**src/rtl/pkt_capture_pkg.sv**
```systemverilog
// Shared types and constants for the packet capture stage: FSM states,
// control-word field layout and small arithmetic helpers.
package pkt_capture_pkg;

    typedef enum logic [1:0] {
        IDLE    = 2'd0,
        CAPTURE = 2'd1,
        ISSUE   = 2'd2,
        WAIT    = 2'd3
    } cap_state_e;

    localparam int CTRL_LEN_LSB   = 0;
    localparam int CTRL_LEN_W     = 16;
    localparam int CTRL_TRUNC_BIT = 16;
    localparam int CTRL_RSVD_LSB  = 17;
    localparam int CTRL_RSVD_W    = 7;
    localparam int CTRL_SEQ_LSB   = 24;
    localparam int CTRL_SEQ_W     = 8;

    function automatic logic [31:0] pack_control(input logic [15:0] len,
                                                 input logic        trunc,
                                                 input logic [7:0]  seq);
        logic [31:0] c;
        c = 32'd0;
        c[CTRL_LEN_LSB +: CTRL_LEN_W] = len;
        c[CTRL_TRUNC_BIT]             = trunc;
        c[CTRL_SEQ_LSB +: CTRL_SEQ_W] = seq;
        return c;
    endfunction

    // Saturating add of a small increment to a 16-bit counter.
    function automatic logic [15:0] sat_inc16(input logic [15:0] v,
                                              input logic [1:0]  inc);
        logic [16:0] s;
        s = {1'b0, v} + {15'd0, inc};
        return s[16] ? 16'hFFFF : s[15:0];
    endfunction

endpackage

```
**src/rtl/pkt_capture_if.sv**
```systemverilog
// Bundle of the stream tap, FIFO write port and write-controller descriptor
// signals. The capture block is the slave; the surrounding fabric is the master.
interface pkt_capture_if;
    logic [31:0] snk_data;
    logic        snk_valid;
    logic        snk_sop;
    logic        snk_eop;
    logic [1:0]  snk_empty;
    logic        snk_ready;
    logic        fifo_full;
    logic        fifo_wr;
    logic [31:0] fifo_in;
    logic        wr_ctrl;
    logic        wr_ctrl_rdy;
    logic [31:0] control;
    logic [31:0] pkt_begin;
    logic [31:0] pkt_end;
    logic [31:0] write_address;
    logic [15:0] drop_count;

    modport slave (
        input  snk_data, snk_valid, snk_sop, snk_eop, snk_empty,
        input  fifo_full, wr_ctrl_rdy,
        output snk_ready, fifo_wr, fifo_in, wr_ctrl,
        output control, pkt_begin, pkt_end, write_address, drop_count
    );

    modport master (
        output snk_data, snk_valid, snk_sop, snk_eop, snk_empty,
        output fifo_full, wr_ctrl_rdy,
        input  snk_ready, fifo_wr, fifo_in, wr_ctrl,
        input  control, pkt_begin, pkt_end, write_address, drop_count
    );
endinterface

```
**src/rtl/pkt_capture_ring_offset.sv**
```systemverilog
// Host ring-buffer offset: wraps to zero at packet start when a worst-case
// packet would not fit, and advances by the committed packet size.
module ring_offset #(
    parameter logic [31:0] BUF_SIZE      = 32'h0001_0000,
    parameter logic [15:0] MAX_PKT_WORDS = 16'd512
) (
    input  logic        clk,
    input  logic        reset,
    input  logic        start_i,
    input  logic [15:0] words_i,
    input  logic        commit_i,
    output logic [31:0] begin_o
);

    logic [31:0] offset_q, offset_d;
    logic        wrap_s;

    // Wrap check and next-offset selection.
    always_comb begin
        wrap_s  = ({1'b0, offset_q} + {15'd0, MAX_PKT_WORDS, 2'b00}) > {1'b0, BUF_SIZE};
        begin_o = (start_i && wrap_s) ? 32'd0 : offset_q;
        if (commit_i) begin
            offset_d = offset_q + {14'd0, words_i, 2'b00};
        end else if (start_i) begin
            offset_d = begin_o;
        end else begin
            offset_d = offset_q;
        end
    end

    // Offset register.
    always_ff @(posedge clk or negedge reset) begin
        if (!reset) begin
            offset_q <= 32'd0;
        end else begin
            offset_q <= offset_d;
        end
    end

endmodule

```
**src/rtl/pkt_capture.sv**
```systemverilog
// Snoops an Avalon-ST packet stream, copies accepted words into the shared
// FIFO and hands one descriptor per closed packet to the write controller.
module pkt_capture
    import pkt_capture_pkg::*;
#(
    parameter logic [31:0] BUF_BASE      = 32'h0000_0000,
    parameter logic [31:0] BUF_SIZE      = 32'h0001_0000,
    parameter logic [15:0] MAX_PKT_WORDS = 16'd512
) (
    input logic          clk,
    input logic          reset,
    pkt_capture_if.slave bus
);

    cap_state_e  state_q, state_d;
    logic [15:0] words_q, words_d;
    logic        trunc_q, trunc_d;
    logic [7:0]  seq_q, seq_d;
    logic [15:0] drop_q, drop_d;
    logic        fifo_wr_q, fifo_wr_d;
    logic [31:0] fifo_in_q, fifo_in_d;
    logic        wr_ctrl_q, wr_ctrl_d;
    logic [31:0] control_q, control_d;
    logic [31:0] pkt_begin_q, pkt_begin_d;
    logic [31:0] pkt_end_q, pkt_end_d;
    logic [31:0] wr_addr_q, wr_addr_d;

    logic        start_s, commit_s, word_s, issue_s;
    logic [15:0] cur_words_s, words_inc_s, len_full_s, len_word_s;
    logic        cur_trunc_s, wr_ok_s, sop_s;
    logic [15:0] issue_words_s, issue_len_s;
    logic        issue_trunc_s;
    logic [1:0]  drop_inc_s;
    logic [31:0] begin_s;

    ring_offset #(
        .BUF_SIZE      (BUF_SIZE),
        .MAX_PKT_WORDS (MAX_PKT_WORDS)
    ) u_ring (
        .clk      (clk),
        .reset    (reset),
        .start_i  (start_s),
        .words_i  (words_q),
        .commit_i (commit_s),
        .begin_o  (begin_s)
    );

    // Next-state, FIFO write and descriptor computation.
    always_comb begin
        start_s       = 1'b0;
        commit_s      = 1'b0;
        word_s        = 1'b0;
        issue_s       = 1'b0;
        drop_inc_s    = 2'd0;
        issue_words_s = words_q;
        issue_len_s   = {words_q[13:0], 2'b00};
        issue_trunc_s = 1'b1;
        state_d       = state_q;
        words_d       = words_q;
        trunc_d       = trunc_q;
        seq_d         = seq_q;
        fifo_wr_d     = 1'b0;
        fifo_in_d     = fifo_in_q;
        wr_ctrl_d     = 1'b0;
        control_d     = control_q;
        pkt_begin_d   = pkt_begin_q;
        pkt_end_d     = pkt_end_q;
        wr_addr_d     = wr_addr_q;

        sop_s       = bus.snk_valid && bus.snk_sop;
        // The sop word taken in IDLE starts from a clean word count.
        cur_words_s = (state_q == IDLE) ? 16'd0 : words_q;
        cur_trunc_s = (state_q == IDLE) ? 1'b0 : trunc_q;
        wr_ok_s     = !cur_trunc_s && !bus.fifo_full && (cur_words_s < MAX_PKT_WORDS);
        words_inc_s = cur_words_s + {15'd0, wr_ok_s};
        len_full_s  = {words_inc_s[13:0], 2'b00};
        len_word_s  = wr_ok_s ? (len_full_s - {14'd0, bus.snk_empty}) : len_full_s;

        case (state_q)
            IDLE: begin
                start_s = sop_s;
                word_s  = sop_s;
            end
            CAPTURE: begin
                if (sop_s) begin
                    trunc_d = 1'b1;
                    if (words_q == 16'd0) begin
                        state_d    = IDLE;
                        drop_inc_s = 2'd2;
                    end else begin
                        issue_s    = 1'b1;
                        drop_inc_s = 2'd1;
                    end
                end else begin
                    word_s = bus.snk_valid;
                end
            end
            ISSUE: begin
                state_d    = WAIT;
                drop_inc_s = {1'b0, sop_s};
            end
            WAIT: begin
                drop_inc_s = {1'b0, sop_s};
                if (bus.wr_ctrl_rdy) begin
                    commit_s = 1'b1;
                    seq_d    = seq_q + 8'd1;
                    words_d  = 16'd0;
                    trunc_d  = 1'b0;
                    state_d  = IDLE;
                end else begin
                    state_d  = WAIT;
                end
            end
            default: begin
                state_d = IDLE;
            end
        endcase

        if (word_s) begin
            fifo_wr_d = wr_ok_s;
            fifo_in_d = wr_ok_s ? bus.snk_data : fifo_in_q;
            words_d   = words_inc_s;
            trunc_d   = cur_trunc_s | ~wr_ok_s;
            if (bus.snk_eop) begin
                if (words_inc_s == 16'd0) begin
                    state_d    = IDLE;
                    drop_inc_s = 2'd1;
                end else begin
                    issue_s       = 1'b1;
                    issue_words_s = words_inc_s;
                    issue_len_s   = len_word_s;
                    issue_trunc_s = trunc_d;
                end
            end else begin
                state_d = CAPTURE;
            end
        end else begin
            fifo_wr_d = 1'b0;
        end

        if (issue_s) begin
            state_d     = ISSUE;
            wr_ctrl_d   = 1'b1;
            control_d   = pack_control(issue_len_s, issue_trunc_s, seq_q);
            pkt_begin_d = begin_s;
            pkt_end_d   = begin_s + {14'd0, issue_words_s, 2'b00};
            wr_addr_d   = BUF_BASE + begin_s;
        end else begin
            wr_ctrl_d   = 1'b0;
        end

        drop_d = sat_inc16(drop_q, drop_inc_s);
    end

    // FSM and registered outputs.
    always_ff @(posedge clk or negedge reset) begin
        if (!reset) begin
            state_q     <= IDLE;
            words_q     <= 16'd0;
            trunc_q     <= 1'b0;
            seq_q       <= 8'd0;
            drop_q      <= 16'd0;
            fifo_wr_q   <= 1'b0;
            fifo_in_q   <= 32'd0;
            wr_ctrl_q   <= 1'b0;
            control_q   <= 32'd0;
            pkt_begin_q <= 32'd0;
            pkt_end_q   <= 32'd0;
            wr_addr_q   <= BUF_BASE;
        end else begin
            state_q     <= state_d;
            words_q     <= words_d;
            trunc_q     <= trunc_d;
            seq_q       <= seq_d;
            drop_q      <= drop_d;
            fifo_wr_q   <= fifo_wr_d;
            fifo_in_q   <= fifo_in_d;
            wr_ctrl_q   <= wr_ctrl_d;
            control_q   <= control_d;
            pkt_begin_q <= pkt_begin_d;
            pkt_end_q   <= pkt_end_d;
            wr_addr_q   <= wr_addr_d;
        end
    end

    assign bus.snk_ready     = 1'b1;
    assign bus.fifo_wr       = fifo_wr_q;
    assign bus.fifo_in       = fifo_in_q;
    assign bus.wr_ctrl       = wr_ctrl_q;
    assign bus.control       = control_q;
    assign bus.pkt_begin     = pkt_begin_q;
    assign bus.pkt_end       = pkt_end_q;
    assign bus.write_address = wr_addr_q;
    assign bus.drop_count    = drop_q;

endmodule

```
**src/flat_wrapper.sv**
```systemverilog
// flat-port wrapper written by rule: the top's interface ports become plain ports
module pkt_capture_flat import pkt_capture_pkg::*;
#(
    parameter logic [31:0] BUF_BASE      = 32'h0000_0000,
    parameter logic [31:0] BUF_SIZE      = 32'h0001_0000,
    parameter logic [15:0] MAX_PKT_WORDS = 16'd512
)
  (clk, reset, bus_snk_data, bus_snk_valid, bus_snk_sop, bus_snk_eop, bus_snk_empty, bus_fifo_full, bus_wr_ctrl_rdy, bus_snk_ready, bus_fifo_wr, bus_fifo_in, bus_wr_ctrl, bus_control, bus_pkt_begin, bus_pkt_end, bus_write_address, bus_drop_count);
  pkt_capture_if bus_i ();
  input logic clk;
  input logic reset;
  input wire logic [$bits(bus_i.snk_data)-1:0] bus_snk_data;
  input wire logic [$bits(bus_i.snk_valid)-1:0] bus_snk_valid;
  input wire logic [$bits(bus_i.snk_sop)-1:0] bus_snk_sop;
  input wire logic [$bits(bus_i.snk_eop)-1:0] bus_snk_eop;
  input wire logic [$bits(bus_i.snk_empty)-1:0] bus_snk_empty;
  input wire logic [$bits(bus_i.fifo_full)-1:0] bus_fifo_full;
  input wire logic [$bits(bus_i.wr_ctrl_rdy)-1:0] bus_wr_ctrl_rdy;
  output wire logic [$bits(bus_i.snk_ready)-1:0] bus_snk_ready;
  output wire logic [$bits(bus_i.fifo_wr)-1:0] bus_fifo_wr;
  output wire logic [$bits(bus_i.fifo_in)-1:0] bus_fifo_in;
  output wire logic [$bits(bus_i.wr_ctrl)-1:0] bus_wr_ctrl;
  output wire logic [$bits(bus_i.control)-1:0] bus_control;
  output wire logic [$bits(bus_i.pkt_begin)-1:0] bus_pkt_begin;
  output wire logic [$bits(bus_i.pkt_end)-1:0] bus_pkt_end;
  output wire logic [$bits(bus_i.write_address)-1:0] bus_write_address;
  output wire logic [$bits(bus_i.drop_count)-1:0] bus_drop_count;
  assign bus_i.snk_data = bus_snk_data;
  assign bus_i.snk_valid = bus_snk_valid;
  assign bus_i.snk_sop = bus_snk_sop;
  assign bus_i.snk_eop = bus_snk_eop;
  assign bus_i.snk_empty = bus_snk_empty;
  assign bus_i.fifo_full = bus_fifo_full;
  assign bus_i.wr_ctrl_rdy = bus_wr_ctrl_rdy;
  assign bus_snk_ready = bus_i.snk_ready;
  assign bus_fifo_wr = bus_i.fifo_wr;
  assign bus_fifo_in = bus_i.fifo_in;
  assign bus_wr_ctrl = bus_i.wr_ctrl;
  assign bus_control = bus_i.control;
  assign bus_pkt_begin = bus_i.pkt_begin;
  assign bus_pkt_end = bus_i.pkt_end;
  assign bus_write_address = bus_i.write_address;
  assign bus_drop_count = bus_i.drop_count;
  pkt_capture #(.BUF_BASE(BUF_BASE), .BUF_SIZE(BUF_SIZE), .MAX_PKT_WORDS(MAX_PKT_WORDS)) u_core (.clk(clk), .reset(reset), .bus(bus_i));
endmodule
```
**config.mk**
```make
export PLATFORM = sky130hd
export DESIGN_NAME = pkt_capture_flat
export DESIGN_NICKNAME = d
export VERILOG_FILES = /design/src/rtl/pkt_capture_pkg.sv /design/src/rtl/pkt_capture_if.sv /design/src/rtl/pkt_capture_ring_offset.sv /design/src/rtl/pkt_capture.sv /design/src/flat_wrapper.sv
export SDC_FILE = /design/constraint.sdc
export NUM_CORES = 1
export LEC_CHECK = 0
export CORE_ASPECT_RATIO = 1.1
export CORE_MARGIN = 5
export CORE_UTILIZATION = 35
export DETAILED_ROUTE_END_ITERATION = 8
export DONT_BUFFER_PORTS = 1
export PLACE_DENSITY = 0.54
export SYNTH_ARGS = -nofsm -noshare
export SYNTH_HDL_FRONTEND = slang
export SYNTH_SLANG_ARGS = --single-unit
export TNS_END_PERCENT = 100
```
**constraint.sdc**
```tcl
create_clock -name clk -period 11.1 [get_ports clk]
set_input_delay 1.11 -clock clk [delete_from_list [all_inputs] [get_ports clk]]
set_output_delay 1.11 -clock clk [all_outputs]
set_load 0.01 [all_outputs]
```
==> impl_metrics.yaml <==
outcome:
  status: "finished clean"
clock_network:
  hold_buffers: 0
  cts.sinks: 196
  path_clk_slew_ps: 80
  cts_root_buf: "clkbuf_16"
  post_cts_resized: 0
  insertion_delay_ps: 450
  cts_tree: "done"
  cts_buffers: 17
  cts_buffer_depth: 2
  post-cts-setup-buffers: 0
  htreeDepth: 4
final_layout:
  final_cell_mix: "nand2_1, dfrtp_1, o21ai_0"
  fillers: 3317
  diodes: 0
  final_common_cell: "nand2_1"
  nets: 1256
  syn_to_final_growth_pct: 4.35
  instances_no_fill: 1611
  layout-drive-gt1-share_pct: 8.35
timing:
  drv_slew: 0
  hold_ws_ps: 370
  fin_skew_ps: 17.6
  min_period_over_period_pct: 66.8
  fmax_ghz: 0.135
  hold_violations: 0
  tightestPinTransition_ps: 1080
  setup-tns-final_ps: 0
  rsz0062_at_grt: "no"
  max_slew_margin_pct: 27.6
  setup_viol: 0
  min_period_ps: 7420
placement:
  hpwl_mm: 22.6
  placed_cells: 1580
  portBuffers: 0
  gp_congestion: 0.876
grt:
  grt_max_degree: 197
  grt_usage_pct: 17.5
  first_global_vias: 8681
  antenna_found_initial: 0
  grt_overflow: 0
  grt_pass1_wl_mm: 50.5
die:
  num_io_pins: 220
  die_area_um2: 36300
  initial_utilization_pct: 35.4
  die-width_um: 182
  dieHeight_um: 199
  core_area_um2: 32300
  num_rows: 69
setup_path:
  crit_arrival_ps: 7710
  critPathLaunchType: "flop"
  end_kind: "flop"
  crit_required_ps: 11390
  critPathKind: "flop to flop"
  crit_path_max_fanout: 20
logic_synthesis:
  yosys_warnings: 0
  synth-simple-area-share_pct: 18.2
  synth_compound_area_share_pct: 14.1
  synth_mux_area_share_pct: 6.48
  ys_seq_area_share_pct: 43.0
  synth_fa_ha_area_share_pct: 4.80
  syn-instance-count: 1250
  synth-xor-area-share_pct: 5.82
  synthArstFlopShare_pct: 100
  ys_types: 73
  synth_top_family_by_area: "simple AND/OR/NAND/NOR gates"
  synth_edf_count: 0
  syn_area_um2: 11400
  synth_flop_cell: "dfrtp_1"
  syn_avg_cell_area_um2: 9.13
  ys_seq_elements: 196
drt:
  dr.pass1.iters: 5
  ant_nets: 0
  top_layer_used: "met4"
  drc_errors: 0
  wl_met1_mm: 13.7
  wl_met3_mm: 2.74
  totalWireLength_mm: 31.6
  met2WireLength_mm: 14.7
  num_vias: 8602
  avgRoutedWirePerCell_um: 19.6
  drt_iter0_markers: 671
  viasPerCell: 5.34
hold_path:
  hold_path.class: "primary input to async pin"
power_and_ir_drop:
  cellLeakagePower_nw: 5.33
  irDropWorstVdd_mv: 0.0987
  powerDensity_nw_per_um2: 178
run:
  cap_violations: 0
-- registers in the layout (all words and copies together), names as in the netlist, 2 cells and up --
register                cells
u_core.bus.fifo_in         32
u_core.bus.pkt_end         32
u_core.u_ring.offset_q     32
u_core.bus.pkt_begin       30
u_core.bus.control         25
u_core.bus.drop_count      16
u_core.words_q             16
u_core.seq_q                8
u_core.state_q              2
-- through the flow --
step	utilization, %	power, mW	area, um^2	worst slack, ps
finish	36.9	2.12	11900	3680
floorplan	-	1.40	11400	4770
global route	36.9	2.26	11900	3180
detailed placement	35.2	1.54	11400	3860
CTS	36.9	2.16	11900	3830
global placement	35.2	1.53	11400	4010
-- where the power goes --
part / internal (mW) / total (mW) / switching (mW)
sequential: 0.846 / 1.03 / 0.189
clock: 0.294 / 0.606 / 0.312
combinational: 0.195 / 0.483 / 0.289
-- cell usage after synthesis, types with 4 or more instances --
cell,n,area [um^2]
clkbuf_1,27,101
nand4_1,14,87.6
a221o_1,4,40.0
buf_2,19,95.1
o21ai_1,21,105
o21a_1,7,52.6
nand2_1,214,803
o211ai_1,5,37.5
nor3_1,21,105
o31ai_1,8,60.1
nor4_1,14,87.6
dfrtp_1,196,4900
a31oi_1,11,68.8
ha_1,39,488
or3_1,8,50.1
mux2_4,4,60.1
nand2b_1,10,62.6
xor2_1,30,263
mux2_1,12,135
inv_1,41,154
and2_1,9,56.3
buf_6,7,78.8
and3_1,16,100
a21o_1,11,82.6
or2_2,7,43.8
buf_4,52,390
a22o_1,5,43.8
nor2b_1,8,50.1
nand3_1,52,260
a21oi_1,28,140
o22ai_1,5,31.3
o21ai_0,111,556
nor2_1,70,263
xnor2_1,44,385
mux2i_1,15,150
a211oi_1,13,97.6
mux2_2,35,394
-- path summary, 6_finish.rpt --
kind                                                start                                  to  slack [ps]  cells after the start
setup / recovery           u_core.words_q[14]$_DFFE_PN0P_  u_core.bus.pkt_end[29]$_DFFE_PN0P_        3680                     23
hold / removal                                      reset   u_core.bus.pkt_end[1]$_DFFE_PN0P_         370                      0
setup reg to reg           u_core.words_q[14]$_DFFE_PN0P_  u_core.bus.pkt_end[29]$_DFFE_PN0P_        3680                     23
hold reg to reg               u_core.seq_q[7]$_DFFE_PN0P_         u_core.seq_q[7]$_DFFE_PN0P_         470                      1
max in group asynchronous                           reset       u_core.words_q[2]$_DFFE_PN0P_       10150                      0
min in group clk              u_core.seq_q[7]$_DFFE_PN0P_         u_core.seq_q[7]$_DFFE_PN0P_         470                      1
-- layer usage --
metal | vias to the layer above | GRT usage [%]
met5 | - | 0
met4 | 0 | 4.11
met3 | 28 | 6.06
met2 | 291 | 28.4
li1 | 4137 | -
met1 | 4146 | 22.6
-- kinds of logic after synthesis --
group / Yosys count
simple gates: 457
fa+ha+maj: 42
compound gates: 261
other cells: 2
mux: 66
flops: 196
buf+inv: 151
xor+xnor: 75
-- final cells by class --
| class | instances | area [um^2] | area share (%) |
|---|---|---|---|
| clock buffer | 17 | 425 | 3.57 |
| clock inverter | 14 | 125 | 1.05 |
| multi-input combinational | 909 | 5710 | 47.9 |
| inverter | 42 | 160 | 1.34 |
| timing repair buffer | 7 | 52.6 | 0.441 |
| tap | 426 | 533 | 4.47 |
| sequential | 196 | 4900 | 41.2 |
-- critical path, cell delays in order, from the launching register on --
cell	delay [ps]
dfrtp_1	480
nor4_1	580
nand3b_1	200
a21o_1	300
inv_1	180
ha_1	220
ha_1	390
nand3_1	190
nor4_1	270
mux2i_1	330
nand4_1	130
or4b_4	570
o21ai_4	440
o21ai_0	140
a21bo_2	240
ha_1	340
o21ai_0	190
nor2_1	90
o31ai_1	530
a211oi_1	220
o41ai_2	830
or3_1	220
xnor2_1	110
o21ai_0	90
Power figures use the tool's default switching activity.
